**src/rtl/si_tx_arbiter.sv**
```systemverilog
// si_tx_arbiter: round-robin packet-locked arbiter sharing the FT245 SI tx channel; ports clk, rst (sync active-low), req_rdy/req_data/req_last/req_ack per requester, tx_data_si/tx_rdy_si/tx_ack_si to wrapper, grant, busy, err_timeout; option SI_ARB_TIMEOUT_EN
module si_tx_arbiter #(
  parameter int N_REQ = 2,
  parameter int TIMEOUT_CYCLES = 1024
) (
  input  logic               clk,
  input  logic               rst,
  input  logic [N_REQ-1:0]   req_rdy,
  input  logic [8*N_REQ-1:0] req_data,
  input  logic [N_REQ-1:0]   req_last,
  output logic [N_REQ-1:0]   req_ack,
  output logic [7:0]         tx_data_si,
  output logic               tx_rdy_si,
  input  logic               tx_ack_si,
  output logic [N_REQ-1:0]   grant,
  output logic               busy,
  output logic               err_timeout
);
  localparam int IW = $clog2(N_REQ);
  typedef enum logic [1:0] {IDLE, SEND, ACK, HOLD} state_t;
  state_t state, state_n;
  logic [IW-1:0] ptr, ptr_n, gidx, gidx_n, widx, nxt;
  logic [IW:0] sum;
  logic win, last, last_n, busy_n, tmo;
  logic [7:0] data_n;
  logic [N_REQ-1:0] grant_n, ack_n;
`ifdef SI_ARB_TIMEOUT_EN
  logic [15:0] cnt;
  assign tmo = state == SEND && !tx_ack_si && cnt == 16'(TIMEOUT_CYCLES - 1);
  always_ff @(posedge clk) begin
    cnt <= (!rst || state != SEND) ? '0 : cnt + 16'd1;
    err_timeout <= !rst ? 1'b0 : err_timeout | tmo;
  end
`else
  assign tmo = 1'b0;
  assign err_timeout = 1'b0;
`endif
  assign tx_rdy_si = state == SEND;
  assign nxt = gidx == IW'(N_REQ - 1) ? '0 : gidx + IW'(1);
  always_comb begin
    win = 1'b0;
    widx = '0;
    sum = '0;
    for (int k = N_REQ - 1; k >= 0; k--) begin
      sum = {1'b0, ptr} + (IW+1)'(k);
      sum = sum >= (IW+1)'(N_REQ) ? sum - (IW+1)'(N_REQ) : sum;
      if (req_rdy[sum[IW-1:0]] && !req_ack[sum[IW-1:0]]) begin
        win = 1'b1;
        widx = sum[IW-1:0];
      end
    end
  end
  always_comb begin
    state_n = state;
    ptr_n = ptr;
    gidx_n = gidx;
    last_n = last;
    data_n = tx_data_si;
    grant_n = grant;
    busy_n = busy;
    ack_n = '0;
    case (state)
      IDLE: if (win) begin
        state_n = SEND;
        gidx_n = widx;
        data_n = req_data[8*widx +: 8];
        last_n = req_last[widx];
        grant_n = N_REQ'(1) << widx;
        busy_n = 1'b1;
      end
      SEND: if (tx_ack_si) begin
        state_n = ACK;
        ack_n = grant;
      end else if (tmo) begin
        state_n = IDLE;
        ack_n = grant;
        ptr_n = nxt;
        grant_n = '0;
        busy_n = 1'b0;
      end
      ACK: if (last) begin
        state_n = IDLE;
        ptr_n = nxt;
        grant_n = '0;
        busy_n = 1'b0;
      end else state_n = HOLD;
      HOLD: if (req_rdy[gidx]) begin
        state_n = SEND;
        data_n = req_data[8*gidx +: 8];
        last_n = req_last[gidx];
      end
      default: state_n = IDLE;
    endcase
  end
  always_ff @(posedge clk) begin
    if (!rst) begin
      state <= IDLE;
      ptr <= '0;
      gidx <= '0;
      last <= 1'b0;
      tx_data_si <= '0;
      grant <= '0;
      busy <= 1'b0;
      req_ack <= '0;
    end else begin
      state <= state_n;
      ptr <= ptr_n;
      gidx <= gidx_n;
      last <= last_n;
      tx_data_si <= data_n;
      grant <= grant_n;
      busy <= busy_n;
      req_ack <= ack_n;
    end
  end
endmodule

```
**config.mk**
```make
export PLATFORM = sky130hd
export DESIGN_NAME = si_tx_arbiter
export DESIGN_NICKNAME = d
export VERILOG_FILES = /design/src/rtl/si_tx_arbiter.sv
export SDC_FILE = /design/constraint.sdc
export NUM_CORES = 1
export LEC_CHECK = 0
export ABC_AREA = 1
export CAP_MARGIN = 20
export CORE_AREA = 4 4 55 57
export CTS_BUF_LIST = sky130_fd_sc_hd__clkbuf_8
export DETAILED_ROUTE_END_ITERATION = 7
export DIE_AREA = 0 0 59 61
export GPL_TIMING_DRIVEN = 0
export PLACE_DENSITY = 0.77
export SETUP_SLACK_MARGIN = 0.4
export SLEW_MARGIN = 0
export SYNTH_ARGS = -nofsm -noshare
export SYNTH_HDL_FRONTEND = slang
export SYNTH_SLANG_ARGS = --single-unit
```
**constraint.sdc**
```tcl
create_clock -name clk -period 2.7 [get_ports clk]
set_input_delay 0.405 -clock clk [delete_from_list [all_inputs] [get_ports clk]]
set_output_delay 0.405 -clock clk [all_outputs]
set_load 0.05 [all_outputs]
```
---- Word level (Yosys, flattened, before mapping) ----
Cells that the tools add are included.
W data, S select, Z words.
word-level totals
  register bits ........................... 18
  latch bits .............................. 0
  bits of input ports ..................... 23
  memories kept ........................... 0
  memory bits (writable) .................. 0
  output and inout port bits .............. 15
  bits in read-only memories .............. 0
cells by class
  bitwise logic cells ..................... 0
  equality and inequality tests ........... 7
  add/subtract/negate cells ............... 4
  multiplexer cells ....................... 38
  magnitude comparators ................... 6
  reductions and logical operators ........ 13
  div/mod/pow operators ................... 0
  multiply operators ...................... 0
  shift-type cells ........................ 3
operator list
  operator               number
  $shiftx A16 B5 Y8      2
  $mux W1                25
  $mux W8                2
  $pmux W8 S2            1
  $mux W2                6
  $reduce_and A3 Y1      4
  $lt A1 B2 Y1 const B   4
  $pmux W2 S4            1
  $ne A2 B2 Y1 const B   3
  $eq A2 B2 Y1 const B   2
  $pmux W1 S2            2
  $pmux W2 S2            1
  $reduce_and A2 Y1      2
  $reduce_bool A2 Y1     2
  $add A1 B1 Y2 const B  1
  $eq A2 B1 Y1 const B   1
  $ge A1 B2 Y1 const B   1
  $ge A2 B2 Y1 const B   1
  $logic_and A1 B1 Y1    2
  $logic_not A1 Y1       2
  $logic_not A2 Y1       1
  $ne A2 B1 Y1 const B   1
  $shl A1 B1 Y2 const A  1
  $sub A1 B1 Y1 const B  2
  $add A1 B1 Y1 const B  1

---- Logic depth before layout (Yosys ltp) ----
  depth after elaboration ................. 13
  depth in mapped cells ................... 9

---- Least setup slack after synthesis ----
OpenSTA, ideal clock, no wires.
  kind .................................... register to register
  from .................................... register req_ack[0]
  to ...................................... register last
  library setup time ...................... 112 ps
  clock period less this slack ............ 1416 ps
  cell stages (with the launch flop) ...... 9
  slack ................................... 1284 ps
  required time ........................... 2588 ps
  data arrival time ....................... 1305 ps
  cell sequence ........................... dfxtp_1 inv_1 nand3_2 nand3_4 buf_6 nand3_1 nand2_1 nor2_1 nor2_1
between the ends
  longest elaborated chain between the ends .. 10
  elaborated cells on any way between the ends .. 18
RTL lines
  what                                        RTL line  text
  from (decl)                                 11        output logic [N_REQ-1:0] req_ack,
  from (signal assigned)                      113       req_ack <= ack_n;
  $mux W1 (implied by the code) (2 in a row)  47        if (req_rdy[sum[IW-1:0]] && !req_ack[sum[IW-1:0]]) begin
  $logic_not A1 Y1                            47
  $logic_and A1 B1 Y1                         47
  $mux W1 (2 in a row)                        47
  $mux W1 (implied by the code) (2 in a row)  67        last_n = req_last[widx];
  $mux W1                                     63        IDLE: if (win) begin
  $pmux W1 S2                                 62        case (state)
  to (signal assigned)                        109       last <= last_n;
  to (decl)                                   24        logic win, last, last_n, busy_n, tmo;
Parallel ways exist; a longest one is shown, timed or not. The select of a mux whose other input is x is not followed.
A chain may end at the register's enable or synchronous reset.

---- Worst setup path in the final report ----
  from .................................... register state[1]
  to ...................................... output tx_rdy_si
between the ends
  longest elaborated chain between the ends .. 1
RTL lines
  what                    RTL line  text
  from (decl)             21        state_t state, state_n;
  from (signal assigned)  106       state <= state_n;
  $eq A2 B1 Y1            38        assign tx_rdy_si = state == SEND;
  to (decl)               13        output logic tx_rdy_si,
Every way passes these cells.

==> metrics.txt <==
Layout fillers 243; met3 Use GR 4.89%; worst setup margin 554 ps; vias in the first global route 1,072; PortBufs 36; max-cap check violation count 0; Final Skew 0.787 ps; Iter 0 DRT Violations 28; worst slew pin tran 503 ps; WHS Endpoint req_ack[1]$_SDFF_PN0_; share of cells above drive strength 1 8.78%; final number of setup-violating endpoints 0; Post-DRT Antenna Nets 0; critical path peak fanout 4; hold_buf cts 0; Max stage delay on crit path 830 ps; CTS sink cnt 18; die area 3600 um2; Hold Violations, Final 0; via count 1,123; Sw Ratio 49.5%; Top FF cell, synth dfxtp_1; R2R setup slack 1180 ps; Core Area 2480 um2; Layout area overhead 41.4%; clk root buf clkbuf_8; Max Fclk 466 MHz; CP Class flip-flop to primary output; Relative slew margins 66.3%; clock share of power 12.9%; Rows 18; Post-route DRC 0; Logic pwr share 62.0%; Clk pin slew, worst setup/hold paths 70 ps; num ports 38; Synth top cells by count nand2_1, nor2_1, inv_1; post-CTS sizing 0; RSZ-0062 raised after global routing false; placed insts 231; Cell Area, Synth 1090 um2; Int Pwr 0.871 mW; slowest CP cell clkdlybuf4s50_1; n_diodes 0; Synth top area share 33.0%; Routed WL 2710 um; post-layout min period 2150 ps; number of synthesized flops with an enable pin 0; period utilization 79.5%; Area after DPL 1490 um2; Syn Nets 192; Seq. cell area 360 um2; Critical R2R Capture tx_data_si[2]$_SDFFE_PN0P_; largest cells by area after synthesis dfxtp_1, nand2_1, nor2_1, inv_1, nand3_1; Initial Util 44.1%; post-route cell area 1550 um2; nets 233; WP buf/inv 2; Crit path arrival time 1740 ps; first-pass GRT wire length 4460 um; antenna violations before repair 0; leak pwr 0.721 nW; pre-CTS setup slack 843 ps; Die Height 61 um; M1 GR Usage 18.2%; Seq/Total Area, Yosys 33.0%; H-tree depth 1; Worst-Skew Late Latency 250 ps; DR pass1 iterations 4; Clock Path Buffers 2; run status completed; Req. time, crit path 2300 ps; critical path endpoint category primary output; Die X 59 um; cell depth of the worst min-delay path 2; Setup crit start kind flip-flop; top-count cell post-synth nand2_1; vias per cell 4.78; Synth cell types 20; GRT busiest layer met2; cell taking the most area after synthesis dfxtp_1; Routed WL per cell 11.5 um; Sequential Power Share 25.1%; VDD IR max 0.744 mV; Placer Congestion 0.815; detailed placement HPWL 2140 um; setup repair bufs after CTS 0; area of the multi-input gates 606 um2; total CTS buffers 3; r2r worst-path depth 8; CP cell instances inv_1 -> ha_1 -> clkdlybuf4s50_1; Post-Syn Instances 165; Worst Hold Class flip-flop to flip-flop; Yosys warning total 0; met2 GRT Util 29.8%; PwrDens 1120 nW/um2; worst reg2reg path startpoint state[0]$_SDFFE_PN0P_; fin cells 235; CTS tree done; final setup TNS 0 ps; flops & latches, synth 18; Psw 0.855 mW; largest net degree at the start of global routing 11; CP delay by family, top buffers and inverters; Hold Startpoint grant[1]$_SDFFE_PN0P_; Syn Area/Cell 6.63 um2; grt ovf 0; Synth async-reset ratio 0%; Max Slew Vio Count 0; GRT Overall Usage 16.1%
## power groups by stage
stage / clock [mW] / sequential (mW) / combinational [mW]
3_5_place_dp: 0 / 0.439 / 1.07
2_1_floorplan: 0 / 0.689 / 0.507
6_report: 0.222 / 0.434 / 1.07
3_3_place_gp: 0 / 0.430 / 1.04
4_1_cts: 0.226 / 0.435 / 1.07
5_1_grt: 0.237 / 0.449 / 1.17
## kinds of logic after synthesis
group / Yosys count / share of synthesized area [%]
buffers and inverters: 29 / 11.7
adder cells (fa/ha/maj): 4 / 4.58
flip-flops: 18 / 33.0
other: 1 / 0.343
AO/OA/AOI/OAI: 18 / 10.6
AND/OR/NAND/NOR: 95 / 39.8
## flip-flops by register name, summed over array words and instances, names as in the netlist
name / cells
tx_data_si: 8
grant: 2
req_ack: 2
state: 2
busy: 1
gidx: 1
last: 1
ptr: 1
## cells in the final DEF (no fill, tap or decap)
cell type	instances
dfxtp_1	18
nor2_1	26
nand3_1	12
nand2_2	3
nor2_4	1
clkbuf_8	4
inv_2	1
a21boi_2	1
buf_4	1
conb_1	1
buf_6	2
clkdlybuf4s50_1	36
nand2_1	48
nand3_2	3
clkbuf_1	1
a21oi_1	5
inv_1	24
o21ai_0	4
a21boi_0	8
nand3_4	1
nand3b_4	1
ha_1	4
## per-layer routing
| metal | wire [um] | vias up |
|---|---|---|
| met2 | 1430 | 34 |
| met3 | 165 | 2 |
| met1 | 1110 | 505 |
| li1 | - | 582 |
| met4 | 12 | 0 |
| met5 | 0 | - |
## final cells by class
| cell class | count | share of cell area [%] |
|---|---|---|
| multi-input combinational | 118 | 39.2 |
| inverter | 25 | 6.07 |
| tap | 30 | 2.43 |
| clock buffer | 4 | 3.56 |
| buffer | 4 | 2.18 |
| timing repair buffer | 36 | 23.3 |
| sequential | 18 | 23.3 |
## metrics by stage
stage          hold slack [ps]  total power, mW  utilization (%)
2_1_floorplan              445             1.20                -
3_3_place_gp               441             1.47             60.2
3_5_place_dp               450             1.51             60.2
4_1_cts                    463             1.74             62.4
5_1_grt                    480             1.86             62.4
6_report                   455             1.73             62.4
## how the worst max path moves through the flow
stage	slack, ps	end	cells past startpoint	from
final	550	tx_rdy_si	3	state[1]$_SDFFE_PN0P_
after global routing	500	tx_rdy_si	3	state[1]$_SDFFE_PN0P_
after CTS	560	tx_rdy_si	3	state[1]$_SDFFE_PN0P_
after detailed placement	840	tx_rdy_si	3	state[1]$_SDFFE_PN0P_
after global placement	870	tx_rdy_si	3	state[1]$_SDFFE_PN0P_
after floorplan	1280	last$_SDFFE_PN0P_	8	req_ack[0]$_SDFF_PN0_
## tightest hold or removal path: stages, from the launching register on
cell	delay, ps
dfxtp_1	330
inv_1	60
nor2_1	30
(Power assumes the default switching activity.)
